[src/rtl/seven_segment_scan_driver_if.sv]
// ---------------------------------------------------------------------------
// seven_segment_scan_driver_if
//
// Bundles the datapath-facing load port and the board-facing display pins of
// the seven-segment scan driver.
//
//   LD     load strobe, sampled on the rising clock edge
//   DIN    4*DIGITS hex nibbles, nibble k is digit k (digit 0 least significant)
//   DP_IN  decimal point per digit, 1 = lit
//   SEG    segment bus, active-high, SEG[7..1] = a..g, SEG[0] = dp
//   DIG    one-hot digit enable, active-high
//   PEND   shadow holds a value that is not yet on the display
//   FRAME  one-cycle pulse on every frame commit edge
//
// master: the side that loads values and watches the pins (datapath / bench)
// slave : the scan driver itself
// ---------------------------------------------------------------------------
interface seven_segment_scan_driver_if #(
    parameter int DIGITS = 4
);
    logic                  LD;
    logic [4*DIGITS-1:0]   DIN;
    logic [DIGITS-1:0]     DP_IN;
    logic [7:0]            SEG;
    logic [DIGITS-1:0]     DIG;
    logic                  PEND;
    logic                  FRAME;

    modport master (
        output LD, DIN, DP_IN,
        input  SEG, DIG, PEND, FRAME
    );

    modport slave (
        input  LD, DIN, DP_IN,
        output SEG, DIG, PEND, FRAME
    );
endinterface

[src/rtl/seven_segment_scan_driver.sv]
// ---------------------------------------------------------------------------
// seven_segment_scan_driver
//
// Time-multiplexed driver for a bank of DIGITS seven-segment digits. Values
// are loaded into a shadow register and only copied into the displayed
// register at the end of a scan frame, so one frame never mixes old and new
// digits. One digit is enabled at a time for PRESCALE clock cycles.
//
// Parameters
//   DIGITS    number of digits scanned (1..8)
//   PRESCALE  clock cycles each digit stays enabled (>= 2)
//
// Ports
//   CLK   clock, all state changes on the rising edge
//   RSTN  asynchronous active-low reset
//   bus   seven_segment_scan_driver_if.slave (LD, DIN, DP_IN in;
//         SEG, DIG, PEND, FRAME out, all outputs registered)
//
// Optional feature
//   SEVEN_SEG_LEADING_ZERO_BLANK_EN : when defined, a digit k>0 whose nibble
//   and all higher nibbles are zero shows no segments (dp still shown).
//   Digit 0 is never blanked. Undefined by default.
// ---------------------------------------------------------------------------
module seven_segment_scan_driver #(
    parameter int DIGITS   = 4,
    parameter int PRESCALE = 1000
) (
    input  logic                          CLK,
    input  logic                          RSTN,
    seven_segment_scan_driver_if.slave    bus
);

    localparam int CNT_W = (PRESCALE > 1) ? $clog2(PRESCALE) : 1;
    localparam int IDX_W = (DIGITS > 1) ? $clog2(DIGITS) : 1;
    localparam int NIB_W = 4 * DIGITS;

    localparam logic [CNT_W-1:0] CNT_LAST = CNT_W'(PRESCALE - 1);
    localparam logic [IDX_W-1:0] IDX_LAST = IDX_W'(DIGITS - 1);

    // Hex nibble to segments a..g (bit 6 = a, bit 0 = g), 1 = lit.
    function automatic logic [6:0] hex_to_seg(input logic [3:0] nib);
        logic [6:0] seg;
        case (nib)
            4'h0:    seg = 7'b1111110;
            4'h1:    seg = 7'b0110000;
            4'h2:    seg = 7'b1101101;
            4'h3:    seg = 7'b1111001;
            4'h4:    seg = 7'b0110011;
            4'h5:    seg = 7'b1011011;
            4'h6:    seg = 7'b1011111;
            4'h7:    seg = 7'b1110000;
            4'h8:    seg = 7'b1111111;
            4'h9:    seg = 7'b1111011;
            4'hA:    seg = 7'b1110111;
            4'hB:    seg = 7'b0011111;
            4'hC:    seg = 7'b1001110;
            4'hD:    seg = 7'b0111101;
            4'hE:    seg = 7'b1001111;
            4'hF:    seg = 7'b1000111;
            default: seg = 7'b0000000;
        endcase
        return seg;
    endfunction

    // State
    logic [CNT_W-1:0]  cnt_q,        cnt_d;
    logic [IDX_W-1:0]  idx_q,        idx_d;
    logic [NIB_W-1:0]  shadow_nib_q, shadow_nib_d;
    logic [DIGITS-1:0] shadow_dp_q,  shadow_dp_d;
    logic [NIB_W-1:0]  disp_nib_q,   disp_nib_d;
    logic [DIGITS-1:0] disp_dp_q,    disp_dp_d;
    logic              pend_q,       pend_d;
    logic              frame_q,      frame_d;
    logic [7:0]        seg_q,        seg_d;
    logic [DIGITS-1:0] dig_q,        dig_d;

    // Combinational helpers
    logic              step_s;
    logic              commit_s;
    logic [3:0]        nib_s;
    logic              dp_s;
`ifdef SEVEN_SEG_LEADING_ZERO_BLANK_EN
    logic              upper_zero_s;
`endif

    // Step on the last prescaler count; commit when stepping off the last digit.
    assign step_s   = (cnt_q == CNT_LAST);
    assign commit_s = step_s && (idx_q == IDX_LAST);

    // Next-state for prescaler, digit index, shadow, display, PEND and FRAME.
    always_comb begin
        if (step_s) begin
            cnt_d = {CNT_W{1'b0}};
        end else begin
            cnt_d = cnt_q + CNT_W'(1);
        end

        if (step_s) begin
            if (idx_q == IDX_LAST) begin
                idx_d = {IDX_W{1'b0}};
            end else begin
                idx_d = idx_q + IDX_W'(1);
            end
        end else begin
            idx_d = idx_q;
        end

        if (bus.LD) begin
            shadow_nib_d = bus.DIN;
            shadow_dp_d  = bus.DP_IN;
        end else begin
            shadow_nib_d = shadow_nib_q;
            shadow_dp_d  = shadow_dp_q;
        end

        // A load on the commit edge bypasses the shadow so it is not lost
        // for a whole frame, and PEND stays clear because it is already shown.
        if (commit_s) begin
            if (bus.LD) begin
                disp_nib_d = bus.DIN;
                disp_dp_d  = bus.DP_IN;
            end else begin
                disp_nib_d = shadow_nib_q;
                disp_dp_d  = shadow_dp_q;
            end
            pend_d = 1'b0;
        end else begin
            disp_nib_d = disp_nib_q;
            disp_dp_d  = disp_dp_q;
            if (bus.LD) begin
                pend_d = 1'b1;
            end else begin
                pend_d = pend_q;
            end
        end

        frame_d = commit_s;
    end

    // Output decode from the next index and next display value, so digit 0
    // on a commit edge already shows the freshly committed frame.
    always_comb begin
        nib_s = 4'h0;
        dp_s  = 1'b0;
        dig_d = {DIGITS{1'b0}};
        for (int k = 0; k < DIGITS; k++) begin
            nib_s    = (idx_d == IDX_W'(k)) ? disp_nib_d[4*k +: 4] : nib_s;
            dp_s     = (idx_d == IDX_W'(k)) ? disp_dp_d[k]         : dp_s;
            dig_d[k] = (idx_d == IDX_W'(k));
        end

`ifdef SEVEN_SEG_LEADING_ZERO_BLANK_EN
        // Active digit is a leading zero when it and every higher nibble is 0.
        upper_zero_s = 1'b1;
        for (int k = 0; k < DIGITS; k++) begin
            upper_zero_s = ((IDX_W'(k) >= idx_d) && (disp_nib_d[4*k +: 4] != 4'h0))
                           ? 1'b0 : upper_zero_s;
        end
        if ((idx_d != {IDX_W{1'b0}}) && upper_zero_s) begin
            seg_d = {7'b0000000, dp_s};
        end else begin
            seg_d = {hex_to_seg(nib_s), dp_s};
        end
`else
        seg_d = {hex_to_seg(nib_s), dp_s};
`endif
    end

    // State and registered outputs; async reset blanks the display.
    always_ff @(posedge CLK or negedge RSTN) begin
        if (!RSTN) begin
            cnt_q        <= {CNT_W{1'b0}};
            idx_q        <= {IDX_W{1'b0}};
            shadow_nib_q <= {NIB_W{1'b0}};
            shadow_dp_q  <= {DIGITS{1'b0}};
            disp_nib_q   <= {NIB_W{1'b0}};
            disp_dp_q    <= {DIGITS{1'b0}};
            pend_q       <= 1'b0;
            frame_q      <= 1'b0;
            seg_q        <= 8'h00;
            dig_q        <= {DIGITS{1'b0}};
        end else begin
            cnt_q        <= cnt_d;
            idx_q        <= idx_d;
            shadow_nib_q <= shadow_nib_d;
            shadow_dp_q  <= shadow_dp_d;
            disp_nib_q   <= disp_nib_d;
            disp_dp_q    <= disp_dp_d;
            pend_q       <= pend_d;
            frame_q      <= frame_d;
            seg_q        <= seg_d;
            dig_q        <= dig_d;
        end
    end

    assign bus.SEG   = seg_q;
    assign bus.DIG   = dig_q;
    assign bus.PEND  = pend_q;
    assign bus.FRAME = frame_q;

endmodule

[src/flat_wrapper.sv]
// flat-port wrapper written by rule: the top's interface ports become plain ports
module seven_segment_scan_driver_flat 
#(
    parameter int DIGITS   = 4,
    parameter int PRESCALE = 1000
)
  (CLK, RSTN, bus_LD, bus_DIN, bus_DP_IN, bus_SEG, bus_DIG, bus_PEND, bus_FRAME);
  seven_segment_scan_driver_if #(.DIGITS(DIGITS)) bus_i ();
  input  logic CLK;
  input  logic RSTN;
  input wire logic [$bits(bus_i.LD)-1:0] bus_LD;
  input wire logic [$bits(bus_i.DIN)-1:0] bus_DIN;
  input wire logic [$bits(bus_i.DP_IN)-1:0] bus_DP_IN;
  output wire logic [$bits(bus_i.SEG)-1:0] bus_SEG;
  output wire logic [$bits(bus_i.DIG)-1:0] bus_DIG;
  output wire logic [$bits(bus_i.PEND)-1:0] bus_PEND;
  output wire logic [$bits(bus_i.FRAME)-1:0] bus_FRAME;
  assign bus_i.LD = bus_LD;
  assign bus_i.DIN = bus_DIN;
  assign bus_i.DP_IN = bus_DP_IN;
  assign bus_SEG = bus_i.SEG;
  assign bus_DIG = bus_i.DIG;
  assign bus_PEND = bus_i.PEND;
  assign bus_FRAME = bus_i.FRAME;
  seven_segment_scan_driver #(.DIGITS(DIGITS), .PRESCALE(PRESCALE)) u_core (.CLK(CLK), .RSTN(RSTN), .bus(bus_i));
endmodule
[config.mk]
export PLATFORM = sky130hd
export DESIGN_NAME = seven_segment_scan_driver_flat
export DESIGN_NICKNAME = d
export VERILOG_FILES = /design/src/rtl/seven_segment_scan_driver_if.sv /design/src/rtl/seven_segment_scan_driver.sv /design/src/flat_wrapper.sv
export SDC_FILE = /design/constraint.sdc
export NUM_CORES = 1
export LEC_CHECK = 0
export ABC_AREA = 1
export CAP_MARGIN = 0
export CORE_MARGIN = 5
export CORE_UTILIZATION = 35
export CTS_CLUSTER_DIAMETER = 60
export CTS_CLUSTER_SIZE = 12
export DETAILED_ROUTE_END_ITERATION = 10
export PLACE_DENSITY = 0.64
export SLEW_MARGIN = 5
export SYNTH_ARGS = -nofsm -noshare
export SYNTH_HDL_FRONTEND = slang
export SYNTH_SLANG_ARGS = --single-unit
[constraint.sdc]
create_clock -name CLK -period 3.02 [get_ports CLK]
set_input_delay 0.453 -clock CLK [delete_from_list [all_inputs] [get_ports CLK]]
set_output_delay 0.453 -clock CLK [all_outputs]
set_load 0.05 [all_outputs]
# After elaboration in Yosys (flattened, before gate mapping)
# Memory sizes are Yosys's and may differ from the RTL's. A register that Yosys moved wholly into a read port is not among the register bits.
# Index checks and enable logic that the tools add are counted.
dict set report word_totals {
  rom_bits 112
  elab_cells 39
  reg_bits 66
  output_inout_bits 14
  n_memories 1
}
dict set report classes {
  n_eq_ne 5
  add_sub_neg 2
  reduce_logical 4
  n_mux 17
}
# memory depth width read_ports rd_ports_with_merged_regs write_ports line_no
set memory_table {}
lappend memory_table {{(name not given)} 16 7 1 1 0 seven_segment_scan_driver.sv:43} ;# case (nib)
# op n
set op_table {}
lappend op_table {{two-way mux 16 bit} 2}
lappend op_table {{two-way mux 4 bit} 6}
lappend op_table {{adder 10 x 1 -> 10 bit (second input constant)} 1}
lappend op_table {{== test 10 bit (second input constant)} 1}
lappend op_table {{two-way mux 10 bit} 1}
lappend op_table {{== test 2 bit (second input constant)} 3}
lappend op_table {{two-way mux 1 bit} 6}
lappend op_table {{two-way mux 2 bit} 2}
lappend op_table {{adder 2 x 1 -> 2 bit (second input constant)} 1}
lappend op_table {{== test 2 x 1 -> 1 bit (second input constant)} 1}
lappend op_table {{zero test 2 bit} 1}
lappend op_table {{nonzero test 2 bit} 1}
lappend op_table {{logical AND 1 bit} 1}
lappend op_table {{zero test 1 bit} 1}

# Depth between registers and ports, before layout
dict set report depth {
  word_depth 8
  depth_mapped 18
  depth_no_buf 18
}

# Least setup slack after synthesis
# Ideal clock, no wire load.
dict set report synth_path {
  path_type {reg2reg}
  start {register u_core.idx_q[0]}
  end {register u_core.seg_q[6], in the netlist u_core.bus.SEG[6]}
  period_less_slack_ns 2.340
  t_arrival_ns 2.222
  slack_ns 0.680
  path_stages_with_launch 16
  path_buffers 2
  path_cell_list {dfrtp_1 > ha_1 > clkbuf_1 > nand3_2 > clkinv_1 > buf_4 > nand2_1 > o21a_1 > nor2_1 > nor2_2 > inv_1 > ha_1 > inv_1 > nand3_1 > nand2_1 > nand2_1}
}
dict set report synth_via {
  word_cells_on_any_way 14
}
# element line_no
set synth_lines {}
lappend synth_lines {{start: declaration} seven_segment_scan_driver.sv:67} ;# logic [IDX_W-1:0] idx_q, idx_d;
lappend synth_lines {{start signal: assignment} seven_segment_scan_driver.sv:173} ;# idx_q <= {IDX_W{1'b0}};
lappend synth_lines {{start signal: assignment} seven_segment_scan_driver.sv:184} ;# idx_q <= idx_d;
lappend synth_lines {{== test 2 bit (*)} seven_segment_scan_driver.sv:88} ;# assign commit_s = step_s && (idx_q == IDX_LAST);
lappend synth_lines {{logical AND 1 bit (*)} seven_segment_scan_driver.sv:88}
lappend synth_lines {{via u_core.commit_s} seven_segment_scan_driver.sv:79} ;# logic commit_s;
lappend synth_lines {{two-way mux 16 bit (*)} seven_segment_scan_driver.sv:118} ;# if (commit_s) begin
lappend synth_lines {{two-way mux 4 bit (3 in a row)} seven_segment_scan_driver.sv:147} ;# nib_s = (idx_d == IDX_W'(k)) ? disp_nib_d[4*k +: 4] : nib_s;
lappend synth_lines {{two-way mux 4 bit (*)} seven_segment_scan_driver.sv:147}
lappend synth_lines {{end: declaration} seven_segment_scan_driver.sv:74} ;# logic [7:0] seg_q, seg_d;
# The timed path passes the listed nets; every way through them passes the cells marked *.
# A chain may end at the register's enable or synchronous reset.

# Worst setup path after layout
dict set report layout_path {
  start {register u_core.cnt_q[0]}
  end {register u_core.seg_q[4], in the netlist u_core.bus.SEG[4]}
}
dict set report layout_via {
  word_cells_on_any_way 12
}
# element line_no
set layout_lines {}
lappend layout_lines {{start: declaration} seven_segment_scan_driver.sv:66} ;# logic [CNT_W-1:0] cnt_q, cnt_d;
lappend layout_lines {{start signal: assignment} seven_segment_scan_driver.sv:172} ;# cnt_q <= {CNT_W{1'b0}};
lappend layout_lines {{start signal: assignment} seven_segment_scan_driver.sv:183} ;# cnt_q <= cnt_d;
lappend layout_lines {{== test 10 bit} seven_segment_scan_driver.sv:87} ;# assign step_s = (cnt_q == CNT_LAST);
lappend layout_lines {{two-way mux 2 bit} seven_segment_scan_driver.sv:98} ;# if (step_s) begin
lappend layout_lines {{== test 2 x 1 -> 1 bit} n/a}
lappend layout_lines {{via u_core.dig_d[1]} seven_segment_scan_driver.sv:75} ;# logic [DIGITS-1:0] dig_q, dig_d;
lappend layout_lines {{two-way mux 4 bit (3 in a row)} seven_segment_scan_driver.sv:147}
# The timed path passes the listed nets, and every way through them passes these cells.

==> impl_metrics.env <==
export IMPL_synth_area_mux_share_pct=0
export IMPL_ys_top_cells_by_area="dfrtp_1, nand2_1, inv_1, ha_1, nand3_1"
export IMPL_synthXorXnorAreaFrac_pct=0.546
export IMPL_drv_cap=0
export IMPL_grt_use_total_pct=12.9
export IMPL_path_clk_slew_ns=0.07
export IMPL_hold_ws_ns=0.176
export IMPL_synth_top_family_by_area="simple AND/OR/NAND/NOR gates"
export IMPL_max_slew_margin_rel_pct=49.3
export IMPL_utilization_pct=42.6
export IMPL_synth_cell_types=33
export IMPL_wl_um=6590
export IMPL_grtUsageMet2_pct=21.5
export IMPL_cp_arrival_ns=2.97
export IMPL_endpoint_kind="flop"
export IMPL_max_freq_mhz=372
export IMPL_port_buffers=36
export IMPL_diodes=0
export IMPL_routedWlPerCell_um=12.3
export IMPL_setup_viol_count_final=0
export IMPL_rsz0062_at_grt="false"
export IMPL_cp_start_kind="flop"
export IMPL_gp_congestion=0.869
export IMPL_ir_worst_vdd_uv=189
export IMPL_tritoncts="built"
export IMPL_syn_cell_area_mm2=0.00321
export IMPL_ys_ff_latch=66
export IMPL_cts_made_buffers=9
export IMPL_dieWidth_um=106
export IMPL_vias=2472
export IMPL_crit_type="flop to flop"
export IMPL_powerDensity_mw_per_mm2=424
export IMPL_ant_nets=0
export IMPL_slew_violations=0
export IMPL_netlist_area_leader_share_pct=51.5
export IMPL_dr_pass1_iters=4
export IMPL_final_setup_tns_ns=0
export IMPL_htree_levels=3
export IMPL_synth_most_common_cell="nand2_1"
export IMPL_fin_nets=455
export IMPL_overflow=0
export IMPL_drc=0
export IMPL_area_delta_synth_final_pct=21.0
export IMPL_synth_compound_area_share_pct=3.08
export IMPL_grt_pass1_wl_um=11600
export IMPL_skew_ns=0.00877
export IMPL_period_minus_slack_ns=2.69
export IMPL_synth_commonest_cells="nand2_1, dfrtp_1, inv_1"
export IMPL_hold_viol=0
export IMPL_cp_max_fo=8
export IMPL_start_util_pct=35.2
export IMPL_die_h_um=106
export IMPL_grt_pass1_vias=2557
export IMPL_required_ns=3.30
export IMPL_worst_pin_slew_ns=0.760
export IMPL_cts_root_buf="clkbuf_8"
export IMPL_worstSkewPairLatency_ns=0.34
export IMPL_placed_cells=521
export IMPL_yosys_area_share_simple_pct=33.2
export IMPL_cts_resized_gates=0
export IMPL_p_leak_nw=2.00
export IMPL_clockBufferDepth=2
export IMPL_yosys_area_top_type="dfrtp_1"
export IMPL_synth_fa_ha_area_share_pct=3.51
export IMPL_synth_edf_count=0
export IMPL_async_reset_ff_share_pct=100
export IMPL_synthFlopType="dfrtp_1"
export IMPL_r2r_cells=17
export IMPL_core_area_mm2=0.00911
export IMPL_viasPerCell=4.59
export IMPL_met3_usage_pct=4.23
export IMPL_drive_gt1_share_pct=13.3
export IMPL_ioPinCount=37
export IMPL_ys_seq_area_share_pct=51.5
export IMPL_numClockSinks=66
export IMPL_fin_crit_sh_pct=89.1
export IMPL_row_count=35
export IMPL_yosys_warnings=0
export IMPL_gr_max_usage_layer="met2"
export IMPL_syn_inst=377
export IMPL_instances_no_fill=538
export IMPL_syn_area_per_cell_um2=8.51
export IMPL_antenna_found_initial=0
export IMPL_drt_iter0_markers=129
export IMPL_min_path_type="primary input to async pin"
export IMPL_die_area_mm2=0.0112
export IMPL_grt_max_degree=34
export IMPL_synth_nets=409
export IMPL_status="completed"
export IMPL_dpl_hpwl_um=4830
export IMPL_met1_usage_pct=15.4
worst max-delay path, cell delays in order, from the launching register on:
cell,delay (ns)
dfrtp_1,0.38
ha_1,0.19
nand2_1,0.11
nor2_4,0.23
nand2_2,0.17
nand2_2,0.14
nand2_8,0.09
nand2_4,0.09
clkinv_4,0.07
nand2_1,0.06
nand4_1,0.25
inv_1,0.24
ha_1,0.26
inv_1,0.06
nand3_1,0.09
nand2_1,0.07
nand2_1,0.04
nand2_1,0.07
kinds of logic after synthesis:
family | count (synthesis)
AO/OA/AOI/OAI | 15
XOR/XNOR | 2
adder cells (fa/ha/maj) | 9
flip-flops | 66
buffers and inverters | 58
AND/OR/NAND/NOR | 227
timing repair:
action,CTS,global route
hold buffers,0,0
endpoints found under the hold margin,0,0
setup buffers,0,2
setup endpoints to repair,0,6
routing by layer:
layer	wire (µm)	part of all wire (%)
met4	120	1.8
met3	360	5.5
met5	0	0
met2	3200	49
met1	2910	44
cell type report:
type	instances	area [µm²]
Inverter	48	193
Multi-Input combinational cell	253	1290
Sequential cell	66	1650
Clock inverter	5	31.3
Timing Repair Buffer	45	435
Tap cell	111	139
Clock buffer	10	138
Fill cell	917	5230
state kept, by name, indices dropped and copies added, names as in the netlist:
| register | cells |
|---|---|
| u_core.bus.FRAME | 1 |
| u_core.bus.DIG | 4 |
| u_core.disp_dp_q | 4 |
| u_core.idx_q | 2 |
| u_core.shadow_nib_q | 16 |
| u_core.shadow_dp_q | 4 |
| u_core.disp_nib_q | 16 |
| u_core.bus.PEND | 1 |
| u_core.cnt_q | 10 |
| u_core.bus.SEG | 8 |
placed cells by master (no fill, tap or decap), types with 2 or more instances in the layout:
| cell | count |
|---|---|
| nand3_1 | 16 |
| ha_1 | 9 |
| nand2_8 | 2 |
| xor2_1 | 2 |
| dfrtp_1 | 66 |
| nor2_1 | 12 |
| buf_4 | 8 |
| clkdlybuf4s50_1 | 35 |
| o21ai_0 | 5 |
| nand4_1 | 12 |
| a21oi_1 | 4 |
| nor3_1 | 4 |
| nand3_2 | 6 |
| nor2_4 | 4 |
| clkbuf_8 | 10 |
| clkinv_2 | 3 |
| clkinv_4 | 2 |
| o21a_1 | 2 |
| nand2_2 | 10 |
| nand2_4 | 2 |
| nand2_1 | 157 |
| inv_1 | 42 |
| clkinv_1 | 2 |
stage by stage:
| stage | setup WS [ns] | area, µm² | total power [mW] |
|---|---|---|---|
| final | 0.331 | 3880 | 1.64 |
| after global routing | 0.0277 | 3880 | 1.73 |
| after CTS | 0.176 | 3870 | 1.67 |
| after detailed placement | 0.149 | 3700 | 1.03 |
| after global placement | 0.231 | 3700 | 1.02 |
| after floorplan | 0.680 | 3210 | 0.963 |
path summary, 6_finish.rpt:
path,slack (ns),endpoint,startpoint
worst max-delay path,0.33,u_core.bus.SEG[4]$_DFF_PN0_,u_core.cnt_q[0]$_DFF_PN0_
worst min-delay path,0.18,u_core.shadow_nib_q[11]$_DFF_PN0_,RSTN
worst max register to register,0.33,u_core.bus.SEG[4]$_DFF_PN0_,u_core.cnt_q[0]$_DFF_PN0_
worst min register to register,0.47,u_core.cnt_q[0]$_DFF_PN0_,u_core.cnt_q[0]$_DFF_PN0_
max in group asynchronous,2.12,u_core.shadow_nib_q[9]$_DFF_PN0_,RSTN
min in group CLK,0.47,u_core.cnt_q[0]$_DFF_PN0_,u_core.cnt_q[0]$_DFF_PN0_
power by group:
part,internal (mW),switching [mW]
clock,0.312,0.327
sequential,0.907,0.00599
combinational,0.0409,0.0519
total,1.26,0.385
Note: power is estimated with default switching activity, not from simulation.
